`config.mk`:
```
export PLATFORM = sky130hd
export DESIGN_NAME = alu_op_sequencer_flat
export DESIGN_NICKNAME = d
export VERILOG_FILES = /design/src/rtl/alu_op_sequencer_pkg.sv /design/src/rtl/alu_op_sequencer_if.sv /design/src/rtl/alu_op_sequencer_decode.sv /design/src/rtl/alu_op_sequencer.sv /design/src/flat_wrapper.sv
export SDC_FILE = /design/constraint.sdc
export NUM_CORES = 1
export LEC_CHECK = 0
export CORE_MARGIN = 5
export CORE_UTILIZATION = 36
export CTS_BUF_LIST = sky130_fd_sc_hd__clkbuf_4 sky130_fd_sc_hd__clkbuf_8 sky130_fd_sc_hd__clkbuf_16
export CTS_CLUSTER_SIZE = 40
export DETAILED_ROUTE_END_ITERATION = 7
export GPL_TIMING_DRIVEN = 0
export PLACE_DENSITY_LB_ADDON = 0.1
export SLEW_MARGIN = 20
export SYNTH_ARGS = -nofsm -noshare
export SYNTH_HDL_FRONTEND = slang
export SYNTH_SLANG_ARGS = --single-unit
```
`constraint.sdc`:
```
create_clock -name clk -period 1.7 [get_ports clk]
set_clock_uncertainty 0.2 [all_clocks]
set_input_delay 0.255 -clock clk [delete_from_list [all_inputs] [get_ports clk]]
set_output_delay 0.255 -clock clk [all_outputs]
set_load 0.01 [all_outputs]
```
`src/rtl/alu_op_sequencer_pkg.sv`:
```
`default_nettype none
// ============================================================================
// Module   : alu_pkg
// Brief    : Opcode map, legal-opcode check and FSM state encoding for the
//            ALU operation sequencer.
// Revision : 1.0
// ============================================================================
package alu_pkg;

    localparam int unsigned ALU_OPW  = 5;

    localparam int unsigned OP_ADD  = 1;
    localparam int unsigned OP_SUB  = 2;
    localparam int unsigned OP_MUL  = 3;
    localparam int unsigned OP_DIV  = 4;
    localparam int unsigned OP_AND  = 5;
    localparam int unsigned OP_OR   = 6;
    localparam int unsigned OP_NEG  = 7;
    localparam int unsigned OP_NOT  = 8;
    localparam int unsigned OP_SHRA = 9;
    localparam int unsigned OP_SHL  = 10;
    localparam int unsigned OP_SHR  = 11;
    localparam int unsigned OP_ROL  = 14;
    localparam int unsigned OP_ROR  = 15;

    typedef enum logic [2:0] {
        ST_IDLE    = 3'd0,
        ST_LOAD_Y  = 3'd1,
        ST_EXEC    = 3'd2,
        ST_CAPTURE = 3'd3,
        ST_RESP    = 3'd4
    } state_t;

    // Opcodes 12/13 are holes in the ALU's map; everything above 15 is unused.
    function automatic logic is_legal_op(input int unsigned op);
        return ((op >= OP_ADD) && (op <= OP_SHR)) || (op == OP_ROL) || (op == OP_ROR);
    endfunction

endpackage
`default_nettype wire

```
`src/rtl/alu_op_sequencer_if.sv`:
```
`default_nettype none
// ============================================================================
// Module   : alu_op_sequencer_if
// Brief    : Request, ALU-drive and response signals of the ALU sequencer.
// Revision : 1.0
// ============================================================================
interface alu_op_sequencer_if #(
    parameter int OPW = 5
);
    logic            req_valid;
    logic            req_ready;
    logic [OPW-1:0]  req_opcode;
    logic [31:0]     req_a;
    logic [31:0]     req_b;
    logic            y_in;
    logic [OPW-1:0]  alu_opcode;
    logic [31:0]     alu_a;
    logic [31:0]     alu_b;
    logic [63:0]     alu_result;
    logic            z_in;
    logic            done_valid;
    logic            done_ready;
    logic [31:0]     result_lo;
    logic [31:0]     result_hi;
    logic            result_err;
    logic            busy;

    // Environment side: the requester plus the attached ALU.
    modport master (
        output req_valid, req_opcode, req_a, req_b, done_ready, alu_result,
        input  req_ready, y_in, alu_opcode, alu_a, alu_b, z_in,
               done_valid, result_lo, result_hi, result_err, busy
    );

    modport slave (
        input  req_valid, req_opcode, req_a, req_b, done_ready, alu_result,
        output req_ready, y_in, alu_opcode, alu_a, alu_b, z_in,
               done_valid, result_lo, result_hi, result_err, busy
    );
endinterface
`default_nettype wire

```
`src/rtl/alu_op_sequencer_decode.sv`:
```
`default_nettype none
// ============================================================================
// Module   : alu_opcode_decode
// Brief    : Combinational legality check of a request opcode; optional
//            divide-by-zero detection under ALU_SEQ_DIVZERO_CHECK_EN.
// Revision : 1.0
// ============================================================================
module alu_opcode_decode
    import alu_pkg::*;
#(
    parameter int OPW = 5
) (
    input  wire logic [OPW-1:0] i_opcode,
`ifdef ALU_SEQ_DIVZERO_CHECK_EN
    input  wire logic [31:0]    i_operand_b,
    output logic                o_div_zero,
`endif
    output logic                o_legal
);

    assign o_legal = is_legal_op(int'(unsigned'(i_opcode)));

`ifdef ALU_SEQ_DIVZERO_CHECK_EN
    assign o_div_zero = (i_opcode == OPW'(OP_DIV)) && (i_operand_b == 32'd0);
`endif

endmodule
`default_nettype wire

```
`src/rtl/alu_op_sequencer.sv`:
```
`default_nettype none
// ============================================================================
// Module   : alu_op_sequencer
// Brief    : Sequences one ALU operation per request (load Y, hold inputs for
//            ALU_LAT cycles, capture result, respond). ALU_SEQ_DIVZERO_CHECK_EN
//            rejects divide-by-zero without touching the ALU.
// Revision : 1.0
// ============================================================================
module alu_op_sequencer
    import alu_pkg::*;
#(
    parameter int ALU_LAT = 1,
    parameter int OPW     = 5
) (
    input  wire logic         clk,
    input  wire logic         rst_n,
    alu_op_sequencer_if.slave bus
);

    state_t          r_state;
    state_t          w_next;
    logic [OPW-1:0]  r_op;
    logic [31:0]     r_a;
    logic [31:0]     r_b;
    logic [3:0]      r_cnt;
    logic [31:0]     r_lo;
    logic [31:0]     r_hi;
    logic            r_err;
    logic            w_legal;
    logic            w_reject;

`ifdef ALU_SEQ_DIVZERO_CHECK_EN
    logic            w_div_zero;

    alu_opcode_decode #(.OPW(OPW)) u_decode (
        .i_opcode    (bus.req_opcode),
        .i_operand_b (bus.req_b),
        .o_div_zero  (w_div_zero),
        .o_legal     (w_legal)
    );

    assign w_reject = !w_legal || w_div_zero;
`else
    alu_opcode_decode #(.OPW(OPW)) u_decode (
        .i_opcode (bus.req_opcode),
        .o_legal  (w_legal)
    );

    assign w_reject = !w_legal;
`endif

    always_comb begin
        w_next         = r_state;
        bus.req_ready  = 1'b0;
        bus.y_in       = 1'b0;
        bus.z_in       = 1'b0;
        bus.alu_opcode = '0;
        bus.alu_a      = '0;
        bus.alu_b      = '0;
        bus.done_valid = 1'b0;
        case (r_state)
            ST_IDLE: begin
                bus.req_ready = 1'b1;
                if (bus.req_valid) w_next = w_reject ? ST_RESP : ST_LOAD_Y;
            end
            ST_LOAD_Y: begin
                bus.y_in  = 1'b1;
                bus.alu_b = r_b;
                w_next    = ST_EXEC;
            end
            ST_EXEC: begin
                bus.alu_opcode = r_op;
                bus.alu_a      = r_a;
                bus.alu_b      = r_b;
                if (r_cnt == 4'd0) w_next = ST_CAPTURE;
            end
            ST_CAPTURE: begin
                bus.z_in       = 1'b1;
                bus.alu_opcode = r_op;
                bus.alu_a      = r_a;
                bus.alu_b      = r_b;
                w_next         = ST_RESP;
            end
            ST_RESP: begin
                bus.done_valid = 1'b1;
                if (bus.done_ready) w_next = ST_IDLE;
            end
            default: w_next = ST_IDLE;
        endcase
    end

    always_ff @(posedge clk) begin
        if (!rst_n) begin
            r_state <= ST_IDLE;
            r_op    <= '0;
            r_a     <= '0;
            r_b     <= '0;
            r_cnt   <= '0;
            r_lo    <= '0;
            r_hi    <= '0;
            r_err   <= 1'b0;
        end else begin
            r_state <= w_next;
            case (r_state)
                ST_IDLE: begin
                    if (bus.req_valid) begin
                        r_op <= bus.req_opcode;
                        r_a  <= bus.req_a;
                        r_b  <= bus.req_b;
                        // A rejected request answers at once with zeroed results.
                        if (w_reject) begin
                            r_lo  <= '0;
                            r_hi  <= '0;
                            r_err <= 1'b1;
                        end else begin
                            r_err <= 1'b0;
                        end
                    end
                end
                ST_LOAD_Y:  r_cnt <= 4'(ALU_LAT - 1);
                ST_EXEC:    if (r_cnt != 4'd0) r_cnt <= r_cnt - 4'd1;
                ST_CAPTURE: begin
                    r_lo <= bus.alu_result[31:0];
                    r_hi <= bus.alu_result[63:32];
                end
                default: ;
            endcase
        end
    end

    assign bus.result_lo  = r_lo;
    assign bus.result_hi  = r_hi;
    assign bus.result_err = r_err;
    assign bus.busy       = (r_state != ST_IDLE);

endmodule
`default_nettype wire

```
`src/flat_wrapper.sv`:
```
// flat-port wrapper written by rule: the top's interface ports become plain ports
module alu_op_sequencer_flat import alu_pkg::*;
#(
    parameter int ALU_LAT = 1,
    parameter int OPW     = 5
)
  (clk, rst_n, bus_req_valid, bus_req_opcode, bus_req_a, bus_req_b, bus_done_ready, bus_alu_result, bus_req_ready, bus_y_in, bus_alu_opcode, bus_alu_a, bus_alu_b, bus_z_in, bus_done_valid, bus_result_lo, bus_result_hi, bus_result_err, bus_busy);
  alu_op_sequencer_if #(.OPW(OPW)) bus_i ();
  input  wire logic clk;
  input  wire logic rst_n;
  input wire logic [$bits(bus_i.req_valid)-1:0] bus_req_valid;
  input wire logic [$bits(bus_i.req_opcode)-1:0] bus_req_opcode;
  input wire logic [$bits(bus_i.req_a)-1:0] bus_req_a;
  input wire logic [$bits(bus_i.req_b)-1:0] bus_req_b;
  input wire logic [$bits(bus_i.done_ready)-1:0] bus_done_ready;
  input wire logic [$bits(bus_i.alu_result)-1:0] bus_alu_result;
  output wire logic [$bits(bus_i.req_ready)-1:0] bus_req_ready;
  output wire logic [$bits(bus_i.y_in)-1:0] bus_y_in;
  output wire logic [$bits(bus_i.alu_opcode)-1:0] bus_alu_opcode;
  output wire logic [$bits(bus_i.alu_a)-1:0] bus_alu_a;
  output wire logic [$bits(bus_i.alu_b)-1:0] bus_alu_b;
  output wire logic [$bits(bus_i.z_in)-1:0] bus_z_in;
  output wire logic [$bits(bus_i.done_valid)-1:0] bus_done_valid;
  output wire logic [$bits(bus_i.result_lo)-1:0] bus_result_lo;
  output wire logic [$bits(bus_i.result_hi)-1:0] bus_result_hi;
  output wire logic [$bits(bus_i.result_err)-1:0] bus_result_err;
  output wire logic [$bits(bus_i.busy)-1:0] bus_busy;
  assign bus_i.req_valid = bus_req_valid;
  assign bus_i.req_opcode = bus_req_opcode;
  assign bus_i.req_a = bus_req_a;
  assign bus_i.req_b = bus_req_b;
  assign bus_i.done_ready = bus_done_ready;
  assign bus_i.alu_result = bus_alu_result;
  assign bus_req_ready = bus_i.req_ready;
  assign bus_y_in = bus_i.y_in;
  assign bus_alu_opcode = bus_i.alu_opcode;
  assign bus_alu_a = bus_i.alu_a;
  assign bus_alu_b = bus_i.alu_b;
  assign bus_z_in = bus_i.z_in;
  assign bus_done_valid = bus_i.done_valid;
  assign bus_result_lo = bus_i.result_lo;
  assign bus_result_hi = bus_i.result_hi;
  assign bus_result_err = bus_i.result_err;
  assign bus_busy = bus_i.busy;
  alu_op_sequencer #(.ALU_LAT(ALU_LAT), .OPW(OPW)) u_core (.clk(clk), .rst_n(rst_n), .bus(bus_i));
endmodule
```
==> impl_metrics.toml <==
[timing]
relSlewSlack_pct = 64.4
whs_ps = 187
fmax_ghz = 0.476
fin_ws_ps = -402
post-route-period-util_pct = 124
slew_viol_final = 0
hold_viol = 0
finalSetupViolations = 278
finalCriticalPeriod_ps = 2100
grt_setup_unrepaired = "true"
max_slew.worst_pin.slew_ps = 530

[routing]
drt-pass1-iter-count = 5
wire_per_inst_um = 17.0
drtAntennaViolNets = 0
vias_per_cell = 5.02
drc = 0
drt-total-wl_mm = 18.8
vias = 5567
drtIter0Drc = 258

[grt]
grt_overflow = 0
grt_pass1_vias = 5603
grt_usage_pct = 20.6
antenna_found_initial = 0
grt_max_degree = 17
grt_pass1_wl_mm = 29.2

[finish]
area_growth_pct = 74.0
instances_no_fill = 1108
fillers = 1210
fin_nets = 1050
antenna_cells = 0
final_common_cell = "clkdlybuf4s50_1"
seqCellArea_um2 = 2830
final_cell_mix = "clkdlybuf4s50_1, nand2_1, dfxtp_1"
multi_input_area_um2 = 2450
final_layout_size_suffix_gt1_share_pct = 23.6

[critical_path]
worst_ep_arrival_time_ps = 1650
path_cells = "buf_6 -> nor2_4 -> nor2_4 -> buf_12 -> clkbuf_8 -> and2_1 -> buf_2"
startpoint_type = "flip-flop"
reg2reg_depth = 8
crit_start = "u_core.r_state[0]"
critPathKind = "reg -> out"
critPathMaxFanout = 7
cp-endpoint = "bus_alu_b[25]"
cp_common_cell = "nor2_4"
cp_slowest_cell = "dfxtp_4"
critPathMaxStageDelay_ps = 360
cp.depth = 7
timing.rr.start = "u_core.r_state[0]"
cp_top_family = "buffers and inverters"
end_kind = "output port"
worstPathRequired_ps = 1240
r2r-end = "u_core.bus.result_hi[0]"
cp_num_buf_inv = 4
r2r_slack_ps = -340

[placed_design]
dp_cells = 1051
place.gp.congestion = 0.796
port_buffers = 275
dp_hpwl_mm = 13.9

[yosys]
synthFlopType = "dfxtp_1"
synthCells = 592
syn_avg_cell_area_um2 = 9.16
synthDistinctLibCells = 36
syn_area_um2 = 5420
synth_top_cell_area_share_pct = 52.0
yosysTopAreaCell = "dfxtp_1"
synth_seq_cells = 141
yosysSeqAreaShare_pct = 52.0
synthTopCellsByArea = "dfxtp_1, a32o_1, nand2_1"
synth_edf_count = 0
async_flop_share_pct = 0
yosysWarningCount = 0
synth_fp_nets = 730

[run_status]
status = "complete, but fails checks"
violations = "setup timing"

[clocking]
tritoncts = "built"
numCtsBuffers = 17
clock_latency_ps = 410
cts-root-buf = "clkbuf_16"
cts_sinks = 141
clk_transition_reported_paths_ps = 60
cts-hold-fix-buffers = 0
clockBufferDepth = 2
htreeDepth = 4

[hold_path]
min_path_type = "in -> reg"

[flow_run]
cap_viol_max_count = 0

[pwr]
peakVddDrop_mv = 0.566
power_density_nw_per_um2 = 900
report.power.total_uw = 8500
p_leak_uw = 0.00381

[floorplanning]
fp-row-count = 44
die_h_um = 133
die_w_um = 133
pin_count = 276
core_area_um2 = 14600
dieArea_um2 = 17600
start_util_pct = 37.0
[synth_stat cells, types with 2 or more instances]
| cell type | n |
|---|---|
| dfxtp_1 | 141 |
| nand2_1 | 140 |
| a21oi_1 | 72 |
| and2_1 | 71 |
| a32o_1 | 64 |
| clkbuf_1 | 35 |
| buf_2 | 9 |
| buf_6 | 7 |
| o21ai_0 | 7 |
| nor2_1 | 5 |
| inv_1 | 4 |
| a31oi_1 | 3 |
| nand2b_1 | 3 |
| nor3_1 | 3 |
| or4_1 | 3 |
| and3b_1 | 2 |
| buf_4 | 2 |
| nand3_1 | 2 |
| or4b_1 | 2 |
[metrics by stage]
stage	instance area, µm²	TNS, ps	utilization (%)	worst slack, ps
5_1_grt	9440	-80470	64.4	-456
3_3_place_gp	8470	-136250	57.9	-1140
2_1_floorplan	5490	-3600	-	-118
6_report	9440	-58420	64.4	-402
3_5_place_dp	8470	-142750	57.9	-1170
4_1_cts	9200	-77280	62.8	-454
[timing repair]
action / 4_1_cts / 5_1_grt
gates cloned: 3 / 4
pin swaps: 56 / 41
setup buffers: 15 / 6
resized for setup: 338 / 109
endpoints found under the setup margin: 279 / 279
[worst register-to-register path: cells and delay by family (launching register included)]
| kind | cells | cell delay, ps |
|---|---|---|
| flip-flops | 1 | 360 |
| AO/OA/AOI/OAI | 2 | 340 |
| buffers and inverters | 5 | 730 |
| AND/OR/NAND/NOR | 1 | 310 |
[metal layers]
layer	GRT usage [%]	part of all wire [%]	vias to the layer above
met5	0	0	-
met4	6.93	1.6	0
met3	7.52	7.9	22
met2	35.8	50	196
met1	23.5	40	2647
li1	-	-	2702
[layout make-up]
cell class	count	area share, %
Buffer	52	4.92
Sequential cell	141	30.0
Tap cell	184	2.44
Multi-Input combinational cell	393	26.0
Clock buffer	24	5.33
Clock inverter	7	0.663
Inverter	5	0.199
Timing Repair Buffer	302	30.5
[kinds of logic (layout without fill, tap and decap cells)]
group	Yosys count	count (layout)	synth area share (%)
AND/OR/NAND/NOR	241	241	21.8
AO/OA/AOI/OAI	150	150	20.4
flip-flops	141	141	52.0
buffers and inverters	58	390	5.33
adder cells (fa/ha/maj)	1	1	0.231
XOR/XNOR	1	1	0.162
[worst min-delay path by stage]
stage | start | end | slack, ps | depth (start not counted)
detailed placement | u_core.r_op[2] | u_core.r_op[2] | 240 | 2
global placement | u_core.r_a[19] | u_core.r_a[19] | 240 | 2
floorplan | bus_alu_result[32] | u_core.bus.result_hi[0] | 180 | 1
finish | bus_req_b[30] | u_core.r_b[30] | 190 | 3
CTS | bus_req_b[30] | u_core.r_b[30] | 170 | 3
global route | bus_req_b[4] | u_core.r_b[4] | 190 | 3
[power by group]
part / switching [µW] / internal [µW] / total [µW]
clock network: 1300 / 2190 / 3500
logic: 655 / 785 / 1440
registers: 89.2 / 3470 / 3560
total: 2050 / 6450 / 8500
[flip-flops by register name, summed over array words and instances (netlist names)]
signal and count:
u_core.bus.result_err 1, u_core.bus.result_hi 32, u_core.bus.result_lo 32, u_core.r_a 32
u_core.r_b 32, u_core.r_cnt 4, u_core.r_op 5, u_core.r_state 3
No activity file was read; power rests on OpenSTA's default activity.
